File: src/rtl/bridge_pkg.sv
// bridge_pkg: shared types, constants and helpers for cpu_axi_bridge.
//   - bridge_state_e : per-port FSM state encoding (IDLE, AR, R, WR, B)
//   - AXI burst/length/size constants for single-beat INCR transfers
//   - wen_to_size()  : byte-enable pattern -> AXI AxSIZE
//   - kseg_map()     : fixed kseg0/kseg1 -> physical address mapping
package bridge_pkg;

  typedef enum logic [2:0] {
    ST_IDLE = 3'd0,
    ST_AR   = 3'd1,
    ST_R    = 3'd2,
    ST_WR   = 3'd3,
    ST_B    = 3'd4
  } bridge_state_e;

  localparam logic [1:0] AXI_BURST_INCR = 2'b01;
  localparam logic [7:0] AXI_LEN_SINGLE = 8'd0;
  localparam logic [2:0] AXI_SIZE_BYTE  = 3'd0;
  localparam logic [2:0] AXI_SIZE_HALF  = 3'd1;
  localparam logic [2:0] AXI_SIZE_WORD  = 3'd2;

  // Irregular strobe patterns fall back to a word-sized beat; wstrb still
  // selects the bytes actually written.
  function automatic logic [2:0] wen_to_size(input logic [3:0] wen);
    logic [2:0] size;
    case (wen)
      4'b1111:                            size = AXI_SIZE_WORD;
      4'b0011, 4'b1100:                   size = AXI_SIZE_HALF;
      4'b0001, 4'b0010, 4'b0100, 4'b1000: size = AXI_SIZE_BYTE;
      default:                            size = AXI_SIZE_WORD;
    endcase
    return size;
  endfunction

  // kseg0 (3'b100) and kseg1 (3'b101) both alias the low 512 MB.
  function automatic logic [31:0] kseg_map(input logic [31:0] addr);
    logic [31:0] mapped;
    if (addr[31:29] == 3'b100 || addr[31:29] == 3'b101) begin
      mapped = {3'b000, addr[28:0]};
    end else begin
      mapped = addr;
    end
    return mapped;
  endfunction

endpackage

File: src/rtl/bridge_port_ctrl.sv
// bridge_port_ctrl: completion tracking for one SRAM-like core port.
// Holds the done flag and the returned-data register, and derives the
// stall seen by the core.
// Ports:
//   clk, rst        clock, synchronous active-high reset
//   en              core request held on this port
//   longest_stall   pipeline frozen this cycle (keeps done alive)
//   resp_fire       the response that completes this port's request
//   rdata_load      load rdata_in into the data register
//   rdata_in        read data from the R channel
//   done            request has completed, result held
//   stall           request outstanding (en & ~done), 0 during reset
//   rdata           registered read data
module bridge_port_ctrl
  import bridge_pkg::*;
(
  input  logic        clk,
  input  logic        rst,
  input  logic        en,
  input  logic        longest_stall,
  input  logic        resp_fire,
  input  logic        rdata_load,
  input  logic [31:0] rdata_in,
  output logic        done,
  output logic        stall,
  output logic [31:0] rdata
);

  logic        done_q, done_d;
  logic [31:0] rdata_q, rdata_d;

  // A response always sets done, even when the pipeline advances in the
  // same cycle; done then drops the first cycle longest_stall is low.
  always_comb begin
    done_d  = resp_fire | (done_q & longest_stall);
    rdata_d = rdata_q;
    if (rdata_load) begin
      rdata_d = rdata_in;
    end
  end

  always_ff @(posedge clk) begin
    if (rst) begin
      done_q  <= 1'b0;
      rdata_q <= 32'h0;
    end else begin
      done_q  <= done_d;
      rdata_q <= rdata_d;
    end
  end

  assign done  = done_q;
  assign stall = en & ~done_q & ~rst;
  assign rdata = rdata_q;

endmodule

File: src/rtl/cpu_axi_bridge.sv
// cpu_axi_bridge: connects the MIPS core's SRAM-like instruction and data
// ports to one AXI4 master. Each held request becomes a single-beat AXI
// read or write; the port stalls until the response fires and the result
// is held until the pipeline advances (longest_stall low).
//
// Optional feature: define BRIDGE_ADDR_MAP_EN to map kseg0/kseg1 addresses
// to physical (addr[31:29] of 100/101 -> 000) on AR and AW.
//
// Ports:
//   clk, rst                       clock, synchronous active-high reset
//   inst_sram_*  / inst_stall      instruction fetch port
//   data_sram_*  / data_stall      data port (wen != 0 means write)
//   longest_stall                  pipeline frozen this cycle
//   ar*, r*, aw*, w*, b*           AXI4 master channels (single beat)
//   inst_state_dbg, data_state_dbg per-port FSM state
//
// Handshake: a transfer on any AXI channel happens in a cycle where both
// valid and ready are high; a valid, once raised, holds its payload stable
// and stays high until that transfer. rready and bready are tied high.
module cpu_axi_bridge
  import bridge_pkg::*;
#(
  parameter logic [3:0] INST_ID = 4'd0,
  parameter logic [3:0] DATA_ID = 4'd1
) (
  input  logic          clk,
  input  logic          rst,
  // instruction port
  input  logic          inst_sram_en,
  input  logic [31:0]   inst_sram_addr,
  output logic [31:0]   inst_sram_rdata,
  output logic          inst_stall,
  // data port
  input  logic          data_sram_en,
  input  logic [31:0]   data_sram_addr,
  input  logic [3:0]    data_sram_wen,
  input  logic [31:0]   data_sram_wdata,
  output logic [31:0]   data_sram_rdata,
  output logic          data_stall,
  input  logic          longest_stall,
  // AR channel
  output logic [3:0]    arid,
  output logic [31:0]   araddr,
  output logic [7:0]    arlen,
  output logic [2:0]    arsize,
  output logic [1:0]    arburst,
  output logic          arvalid,
  input  logic          arready,
  // R channel
  input  logic [3:0]    rid,
  input  logic [31:0]   rdata,
  input  logic          rvalid,
  output logic          rready,
  // AW channel
  output logic [3:0]    awid,
  output logic [31:0]   awaddr,
  output logic [7:0]    awlen,
  output logic [2:0]    awsize,
  output logic [1:0]    awburst,
  output logic          awvalid,
  input  logic          awready,
  // W channel
  output logic [31:0]   wdata,
  output logic [3:0]    wstrb,
  output logic          wlast,
  output logic          wvalid,
  input  logic          wready,
  // B channel
  input  logic          bvalid,
  output logic          bready,
  // debug
  output bridge_state_e inst_state_dbg,
  output bridge_state_e data_state_dbg
);

  bridge_state_e inst_state_q, inst_state_d;
  bridge_state_e data_state_q, data_state_d;

  logic ar_lock_q, ar_lock_d;     // AR offered but not yet accepted
  logic ar_owner_q, ar_owner_d;   // 1 = data port owns the locked AR
  logic aw_sent_q, aw_sent_d;
  logic w_sent_q, w_sent_d;

  logic inst_done, data_done;
  logic inst_in_ar, data_in_ar, ar_sel_data, ar_fire;
  logic inst_ar_fire, data_ar_fire;
  logic inst_r_fire, data_r_fire, data_b_fire;
  logic aw_ok, w_ok;
  logic [31:0] ar_addr_aligned;
  logic unused_inst_lsb;

  // ---------------------------------------------------------------------
  // AR arbitration: data wins a fresh contest; once offered, the winner is
  // held until accepted so the AR payload never changes under arvalid.
  // ---------------------------------------------------------------------
  assign inst_in_ar  = (inst_state_q == ST_AR);
  assign data_in_ar  = (data_state_q == ST_AR);
  assign ar_sel_data = ar_lock_q ? ar_owner_q : data_in_ar;
  assign arvalid     = inst_in_ar | data_in_ar;
  assign ar_fire     = arvalid & arready;
  assign inst_ar_fire = ar_fire & ~ar_sel_data;
  assign data_ar_fire = ar_fire & ar_sel_data;

  always_comb begin
    ar_lock_d  = arvalid & ~arready;
    ar_owner_d = ar_sel_data;
  end

  assign arid            = ar_sel_data ? DATA_ID : INST_ID;
  assign ar_addr_aligned = ar_sel_data ? {data_sram_addr[31:2], 2'b00}
                                       : {inst_sram_addr[31:2], 2'b00};
  assign unused_inst_lsb = ^inst_sram_addr[1:0];

`ifdef BRIDGE_ADDR_MAP_EN
  assign araddr = kseg_map(ar_addr_aligned);
  assign awaddr = kseg_map(data_sram_addr);
`else
  assign araddr = ar_addr_aligned;
  assign awaddr = data_sram_addr;
`endif

  assign arlen   = AXI_LEN_SINGLE;
  assign arsize  = AXI_SIZE_WORD;
  assign arburst = AXI_BURST_INCR;

  // Responses only count in the state that expects them; anything else
  // (e.g. a late beat after reset) is dropped.
  assign rready      = 1'b1;
  assign bready      = 1'b1;
  assign inst_r_fire = (inst_state_q == ST_R) & rvalid & (rid == INST_ID);
  assign data_r_fire = (data_state_q == ST_R) & rvalid & (rid == DATA_ID);
  assign data_b_fire = (data_state_q == ST_B) & bvalid;

  // ---------------------------------------------------------------------
  // Write channels: AW and W are offered together and each drops after
  // its own handshake.
  // ---------------------------------------------------------------------
  assign awid    = DATA_ID;
  assign awlen   = AXI_LEN_SINGLE;
  assign awsize  = wen_to_size(data_sram_wen);
  assign awburst = AXI_BURST_INCR;
  assign awvalid = (data_state_q == ST_WR) & ~aw_sent_q;
  assign wvalid  = (data_state_q == ST_WR) & ~w_sent_q;
  assign wdata   = data_sram_wdata;
  assign wstrb   = data_sram_wen;
  assign wlast   = 1'b1;

  assign aw_ok = aw_sent_q | (awvalid & awready);
  assign w_ok  = w_sent_q  | (wvalid & wready);

  always_comb begin
    aw_sent_d = 1'b0;
    w_sent_d  = 1'b0;
    if (data_state_q == ST_WR && !(aw_ok && w_ok)) begin
      aw_sent_d = aw_ok;
      w_sent_d  = w_ok;
    end
  end

  // ---------------------------------------------------------------------
  // Instruction port FSM
  // ---------------------------------------------------------------------
  always_comb begin
    inst_state_d = inst_state_q;
    case (inst_state_q)
      ST_IDLE: if (inst_sram_en && !inst_done) inst_state_d = ST_AR;
      ST_AR:   if (inst_ar_fire)               inst_state_d = ST_R;
      ST_R:    if (inst_r_fire)                inst_state_d = ST_IDLE;
      default:                                 inst_state_d = ST_IDLE;
    endcase
  end

  // ---------------------------------------------------------------------
  // Data port FSM
  // ---------------------------------------------------------------------
  always_comb begin
    data_state_d = data_state_q;
    case (data_state_q)
      ST_IDLE: begin
        if (data_sram_en && !data_done) begin
          data_state_d = (data_sram_wen == 4'b0000) ? ST_AR : ST_WR;
        end
      end
      ST_AR:   if (data_ar_fire)   data_state_d = ST_R;
      ST_R:    if (data_r_fire)    data_state_d = ST_IDLE;
      ST_WR:   if (aw_ok && w_ok)  data_state_d = ST_B;
      ST_B:    if (data_b_fire)    data_state_d = ST_IDLE;
      default:                     data_state_d = ST_IDLE;
    endcase
  end

  always_ff @(posedge clk) begin
    if (rst) begin
      inst_state_q <= ST_IDLE;
      data_state_q <= ST_IDLE;
      ar_lock_q    <= 1'b0;
      ar_owner_q   <= 1'b0;
      aw_sent_q    <= 1'b0;
      w_sent_q     <= 1'b0;
    end else begin
      inst_state_q <= inst_state_d;
      data_state_q <= data_state_d;
      ar_lock_q    <= ar_lock_d;
      ar_owner_q   <= ar_owner_d;
      aw_sent_q    <= aw_sent_d;
      w_sent_q     <= w_sent_d;
    end
  end

  assign inst_state_dbg = inst_state_q;
  assign data_state_dbg = data_state_q;

  // ---------------------------------------------------------------------
  // Per-port completion / result holding
  // ---------------------------------------------------------------------
  bridge_port_ctrl u_inst_port (
    .clk           (clk),
    .rst           (rst),
    .en            (inst_sram_en),
    .longest_stall (longest_stall),
    .resp_fire     (inst_r_fire),
    .rdata_load    (inst_r_fire),
    .rdata_in      (rdata),
    .done          (inst_done),
    .stall         (inst_stall),
    .rdata         (inst_sram_rdata)
  );

  bridge_port_ctrl u_data_port (
    .clk           (clk),
    .rst           (rst),
    .en            (data_sram_en),
    .longest_stall (longest_stall),
    .resp_fire     (data_r_fire | data_b_fire),
    .rdata_load    (data_r_fire),
    .rdata_in      (rdata),
    .done          (data_done),
    .stall         (data_stall),
    .rdata         (data_sram_rdata)
  );

endmodule

File: config.mk
export PLATFORM = sky130hd
export DESIGN_NAME = cpu_axi_bridge
export DESIGN_NICKNAME = d
export VERILOG_FILES = /design/src/rtl/bridge_pkg.sv /design/src/rtl/bridge_port_ctrl.sv /design/src/rtl/cpu_axi_bridge.sv
export SDC_FILE = /design/constraint.sdc
export NUM_CORES = 1
export LEC_CHECK = 0
export BUFFER_PORTS_ARGS = -buffer_cell sky130_fd_sc_hd__buf_2
export CAP_MARGIN = 20
export CORE_AREA = 2 2 139 141
export DETAILED_ROUTE_END_ITERATION = 6
export DIE_AREA = 0 0 141 143
export GPL_TIMING_DRIVEN = 0
export PLACE_DENSITY = 0.54
export RECOVER_POWER = 25
export SYNTH_ARGS = -nofsm -noshare
export SYNTH_HDL_FRONTEND = slang
export SYNTH_SLANG_ARGS = --single-unit
File: constraint.sdc
create_clock -name clk -period 5.3 [get_ports clk]
set_input_delay 0.53 -clock clk [delete_from_list [all_inputs] [get_ports clk]]
set_output_delay 0.53 -clock clk [all_outputs]
set_load 0.005 [all_outputs]
After elaboration in Yosys (flattened, before gate mapping)
Cells that the tools add are included.

Input port bits: 146. Register bits after elaboration: 76. Output and inout bits: 212. Word-level logic and storage cells: 95.

Reduce and logical (&&, ||, !) cells: 16. Bitwise logic cells: 33. Multiplexer cells: 15. Eq/ne operators: 21.

Operator list (count): $mux 32 (1); $mux 3 (8); $and 1x1->1 (19); $pmux 3 s5 (1); $eq 3x2->1 const B (3); $pmux 3 s3 (1); $eq 4x1->1 const B (2); $eq 4x2->1 const B (2); $eq 4x4->1 const B (2); $logic_not 4->1 (2); $ne 2x1->1 const B (4); $ne 2x2->1 const B (4); $not 1->1 (8); $eq 3x1->1 const B (2); $logic_not 3->1 (2); $or 1x1->1 (6); $reduce_and 5->1 (1); $eq 4x3->1 const B (1); $logic_and 1x1->1 (4); $pmux 2 s2 (1); $reduce_or 2->1 (2); $reduce_or 4->1 (1); $eq 3x3->1 const B (1); $logic_not 1->1 (3); other kinds (3) (4).

Depth between registers and ports, before layout
Word-level depth: 9. Gate-level depth with buffers: 6.

Modules after synthesis
From an unflattened synthesis, not the netlist that was laid out.

Cell total of the unflattened synthesis: 428. Area, all modules: 4276.6 sq um.

By module, submodules not included: bridge_port_ctrl (times used 2, area each 1207.4 sq um, cells an instance 108, seq. area each 660.6 sq um); cpu_axi_bridge (times used 1, area each 1861.8 sq um, cells an instance 212, seq. area each 180.2 sq um).

Worst setup path after synthesis
OpenSTA, ideal clock, no wires.

Path type: register -> output. Start: register data_state_q[0], in the netlist data_state_dbg[0]. End: output port araddr[10]. Arrival time: 1581 ps. Buffers on the path: 2. Cell stages (with the launch flop): 6. Setup slack: 3189 ps. Cells stage by stage: dfxtp_1 -> buf_2 -> nor4b_1 -> a21oi_1 -> buf_2 -> mux2_1.

Cells in the longest elaborated chain, start to end: 3.

RTL lines: start: declaration (line cpu_axi_bridge.sv:77) `bridge_state_e data_state_q, data_state_d;`; start signal: assignment (line cpu_axi_bridge.sv:202) `data_state_q <= data_state_d;`; $eq 3x1->1 (line cpu_axi_bridge.sv:97) `assign data_in_ar = (data_state_q == ST_AR);`; $mux 1 (line cpu_axi_bridge.sv:98) `assign ar_sel_data = ar_lock_q ? ar_owner_q : data_in_ar;`; $mux 32 (line cpu_axi_bridge.sv:110) `assign ar_addr_aligned = ar_sel_data ? {data_sram_addr[31:2], 2'b00}`; end: declaration (line cpu_axi_bridge.sv:43) `output logic [31:0] araddr,`.

No other way between the ends.

Final worst setup path
Start: register data_state_q[0], in the netlist data_state_dbg[0]. End: output port araddr[21].

The elaborated chain is that of the path after synthesis.

==> impl_metrics.env <==
export IMPL_seqPwrFrac_pct=34.8
export IMPL_drc=0
export IMPL_placementRows=50
export IMPL_cts_inserted_buffers=9
export IMPL_cts_hold_buf=0
export IMPL_clkTransAtPathRegs_ps=60
export IMPL_hp_start="arready"
export IMPL_place_ws_ps=2531
export IMPL_hpwl_um=12090
export IMPL_grt_usage_pct=13.51
export IMPL_crit_path_end_kind="output pin"
export IMPL_p_sw_share_pct=27.71
export IMPL_pwr_density_cell_nw_per_um2=277.2
export IMPL_worstPathRequired_ps=4770
export IMPL_die_x_um=141
export IMPL_p_leak_nw=2.966
export IMPL_final_setup_skew_ps=6.758
export IMPL_synthDistinctLibCells=34
export IMPL_status="finished, final reports clean"
export IMPL_place_area_um2=5794
export IMPL_synth_warning_count=0
export IMPL_switching_power_mw=0.4667
export IMPL_grt_overflow_total=0
export IMPL_stdcell_area_um2=6075
export IMPL_area_growth_syn_to_layout_pct=53.64
export IMPL_setup_violations=0
export IMPL_start_util_pct=21.28
export IMPL_routed_wl_um=14740
export IMPL_grt_use_met2_pct=25.29
export IMPL_gp_routability_congestion=0.7447
export IMPL_mostFrequentLayoutCells="259 x buf_2, 132 x nand2_1, 86 x buf_4"
export IMPL_core_area_um2=18580
export IMPL_fmax_mhz=316.4
export IMPL_post_route_min_period_ps=3161
export IMPL_combPwrFrac_pct=25.9
export IMPL_die_h_um=143
export IMPL_synth_sequential_area_ratio_pct=37.97
export IMPL_drv_slew=0
export IMPL_drive_gt1_share_pct=47.04
export IMPL_cts_buffer_depth=2
export IMPL_rsz0062_at_grt="false"
export IMPL_cts_sinks=75
export IMPL_wl_per_cell_um=13.86
export IMPL_dr_total_vias=4208
export IMPL_setup_ws_ps=2139
export IMPL_grt_max_degree=14
export IMPL_antenna_found_initial=1
export IMPL_io_pins=358
export IMPL_grt_first_pass_wirelength_um=20560
export IMPL_port_buffers=283
export IMPL_r2r_start="data_state_dbg[0]"
export IMPL_cp_startpoint="data_state_dbg[0]"
export IMPL_yosys_register_bits=75
export IMPL_grt_pass1_vias=3695
export IMPL_slew_headroom_pct=43.97
export IMPL_vias_per_cell=3.955
export IMPL_drtIter0Drc=139
export IMPL_ir_drop_mv=0.2122
export IMPL_postCtsResizedCells=0
export IMPL_timing_final_crit_share_pct=59.64
export IMPL_cp_start_kind="flop"
export IMPL_die_area_um2=20160
export IMPL_syn_inst=495
export IMPL_avgSynthCellArea_um2=7.987
export IMPL_grt_use_met1_pct=14.51
export IMPL_power_share_clock_pct=39.3
export IMPL_crit_arrival_ps=2630
export IMPL_busiest_layer="met2"
export IMPL_post_route_util_pct=32.69
export IMPL_hold_viol_final=0
export IMPL_setup_tns_ps=0
export IMPL_syn_cell_area_um2=3954
export IMPL_drt_pass1_iterations=4
export IMPL_clk_latency_ps=350
export IMPL_cts_root_buffer="clkbuf_16"
export IMPL_hold_class="in -> reg"
export IMPL_maxCapViolCount=0
export IMPL_worstMarginPinSlew_ps=828.7
export IMPL_cts_setup_buffers=0
export IMPL_path_max_fanout=10
export IMPL_layout_commonest_cell="buf_2"
export IMPL_met3_usage_pct=3.789
export IMPL_power_internal_mw=1.217
export IMPL_crit_type="reg -> out"
export IMPL_ant_nets=0
export IMPL_tritoncts="done"
export IMPL_ctsHtreeMaxLevel=3
export IMPL_layout_nets=970
export IMPL_p_total_mw=1.684
==> layer usage <==
layer,wire length [um],vias to the layer above,part of all wire [%]
met5,12,-,0.081
met2,7690,192,52
met1,5709,1861,39
met3,1123,19,7.6
li1,-,2134,-
met4,208,2,1.4
==> power groups by stage <==
stage,combinational (mW),clock [mW],sequential (mW)
3_5_place_dp,0.445,0,0.598
2_1_floorplan,0.251,0,0.598
3_3_place_gp,0.446,0,0.597
5_1_grt,0.482,0.702,0.587
4_1_cts,0.448,0.675,0.585
6_report,0.436,0.662,0.585
==> cells in the mapped netlist <==
library cell | count | share of area (%)
or3_1 | 1 | 0.16
inv_1 | 3 | 0.28
mux2_2 | 4 | 1.1
nand3_1 | 3 | 0.38
buf_4 | 106 | 20
buf_6 | 3 | 0.85
nand2b_1 | 2 | 0.32
a31oi_1 | 1 | 0.16
nand2_1 | 132 | 13
mux2_1 | 26 | 7.4
o32a_1 | 1 | 0.25
nor4b_1 | 4 | 0.89
o221ai_1 | 1 | 0.22
a31o_2 | 1 | 0.22
a21o_1 | 1 | 0.19
nor2_1 | 15 | 1.4
or4b_4 | 1 | 0.35
nand4_1 | 1 | 0.16
clkbuf_1 | 16 | 1.5
dfxtp_1 | 75 | 38
nor2b_1 | 2 | 0.32
nor3b_1 | 1 | 0.19
nor4_4 | 1 | 0.54
and3_1 | 2 | 0.32
buf_2 | 9 | 1.1
o21ai_0 | 2 | 0.25
o211ai_1 | 1 | 0.19
xnor2_1 | 1 | 0.22
nor3_1 | 2 | 0.25
mux2i_1 | 1 | 0.25
a32oi_1 | 1 | 0.22
conb_1 | 2 | 0.19
nand3b_1 | 2 | 0.38
a21oi_1 | 71 | 9.0
==> state kept, by name, indices dropped and copies added, names as in the netlist <==
signal / count
u_data_port.rdata: 32
w_sent_q: 1
u_data_port.done: 1
data_state_dbg: 3
u_inst_port.rdata: 32
inst_state_dbg: 2
ar_owner_q: 1
u_inst_port.done: 1
aw_sent_q: 1
ar_lock_q: 1
==> cells by family after synthesis <==
family / Yosys count / share of synthesized area (%)
AOI/OAI and AO/OA: 80 / 10.70
xor gates and xnor gates: 1 / 0.2216
buffers and inverters: 137 / 23.92
DFF: 75 / 37.97
muxes: 31 / 8.797
other: 2 / 0.1899
and+or+nand+nor: 169 / 18.20
==> metrics by stage <==
stage	hold WS [ps]	cells
finish	410.9	1064
global route	410.9	1063
CTS	398.6	1063
detailed placement	443.4	1047
global placement	438.2	1047
floorplan	436.7	530
==> worst max-delay path, stage by stage (launching register included) <==
cell and delay [ps]:
dfxtp_1 310, clkbuf_1 210, nor4b_1 200, a21oi_1 640, buf_2 380, mux2_1 390
buf_2 140
==> path summary, 6_finish.rpt <==
| path | endpoint | slack [ps] | cells after the start |
|---|---|---|---|
| max | araddr[21] | 2140 | 6 |
| min | ar_lock_q | 410 | 2 |
| max reg2reg | inst_state_dbg[1] | 3240 | 6 |
| min reg2reg | u_inst_port.rdata[2] | 450 | 2 |
==> final cells by class <==
cell class / count / area (um^2)
clock inverters: 6 / 90.09
inverters: 3 / 11.26
clock buffers: 10 / 229.0
repair buffers: 283 / 1376
fillers: 2073 / 12510
flip-flops and latches: 75 / 1501
diodes: 1 / 2.502
plain buffers: 134 / 933.4
well taps: 234 / 292.8
multi-input cells: 318 / 1638
Power figures use the tool's default switching activity.
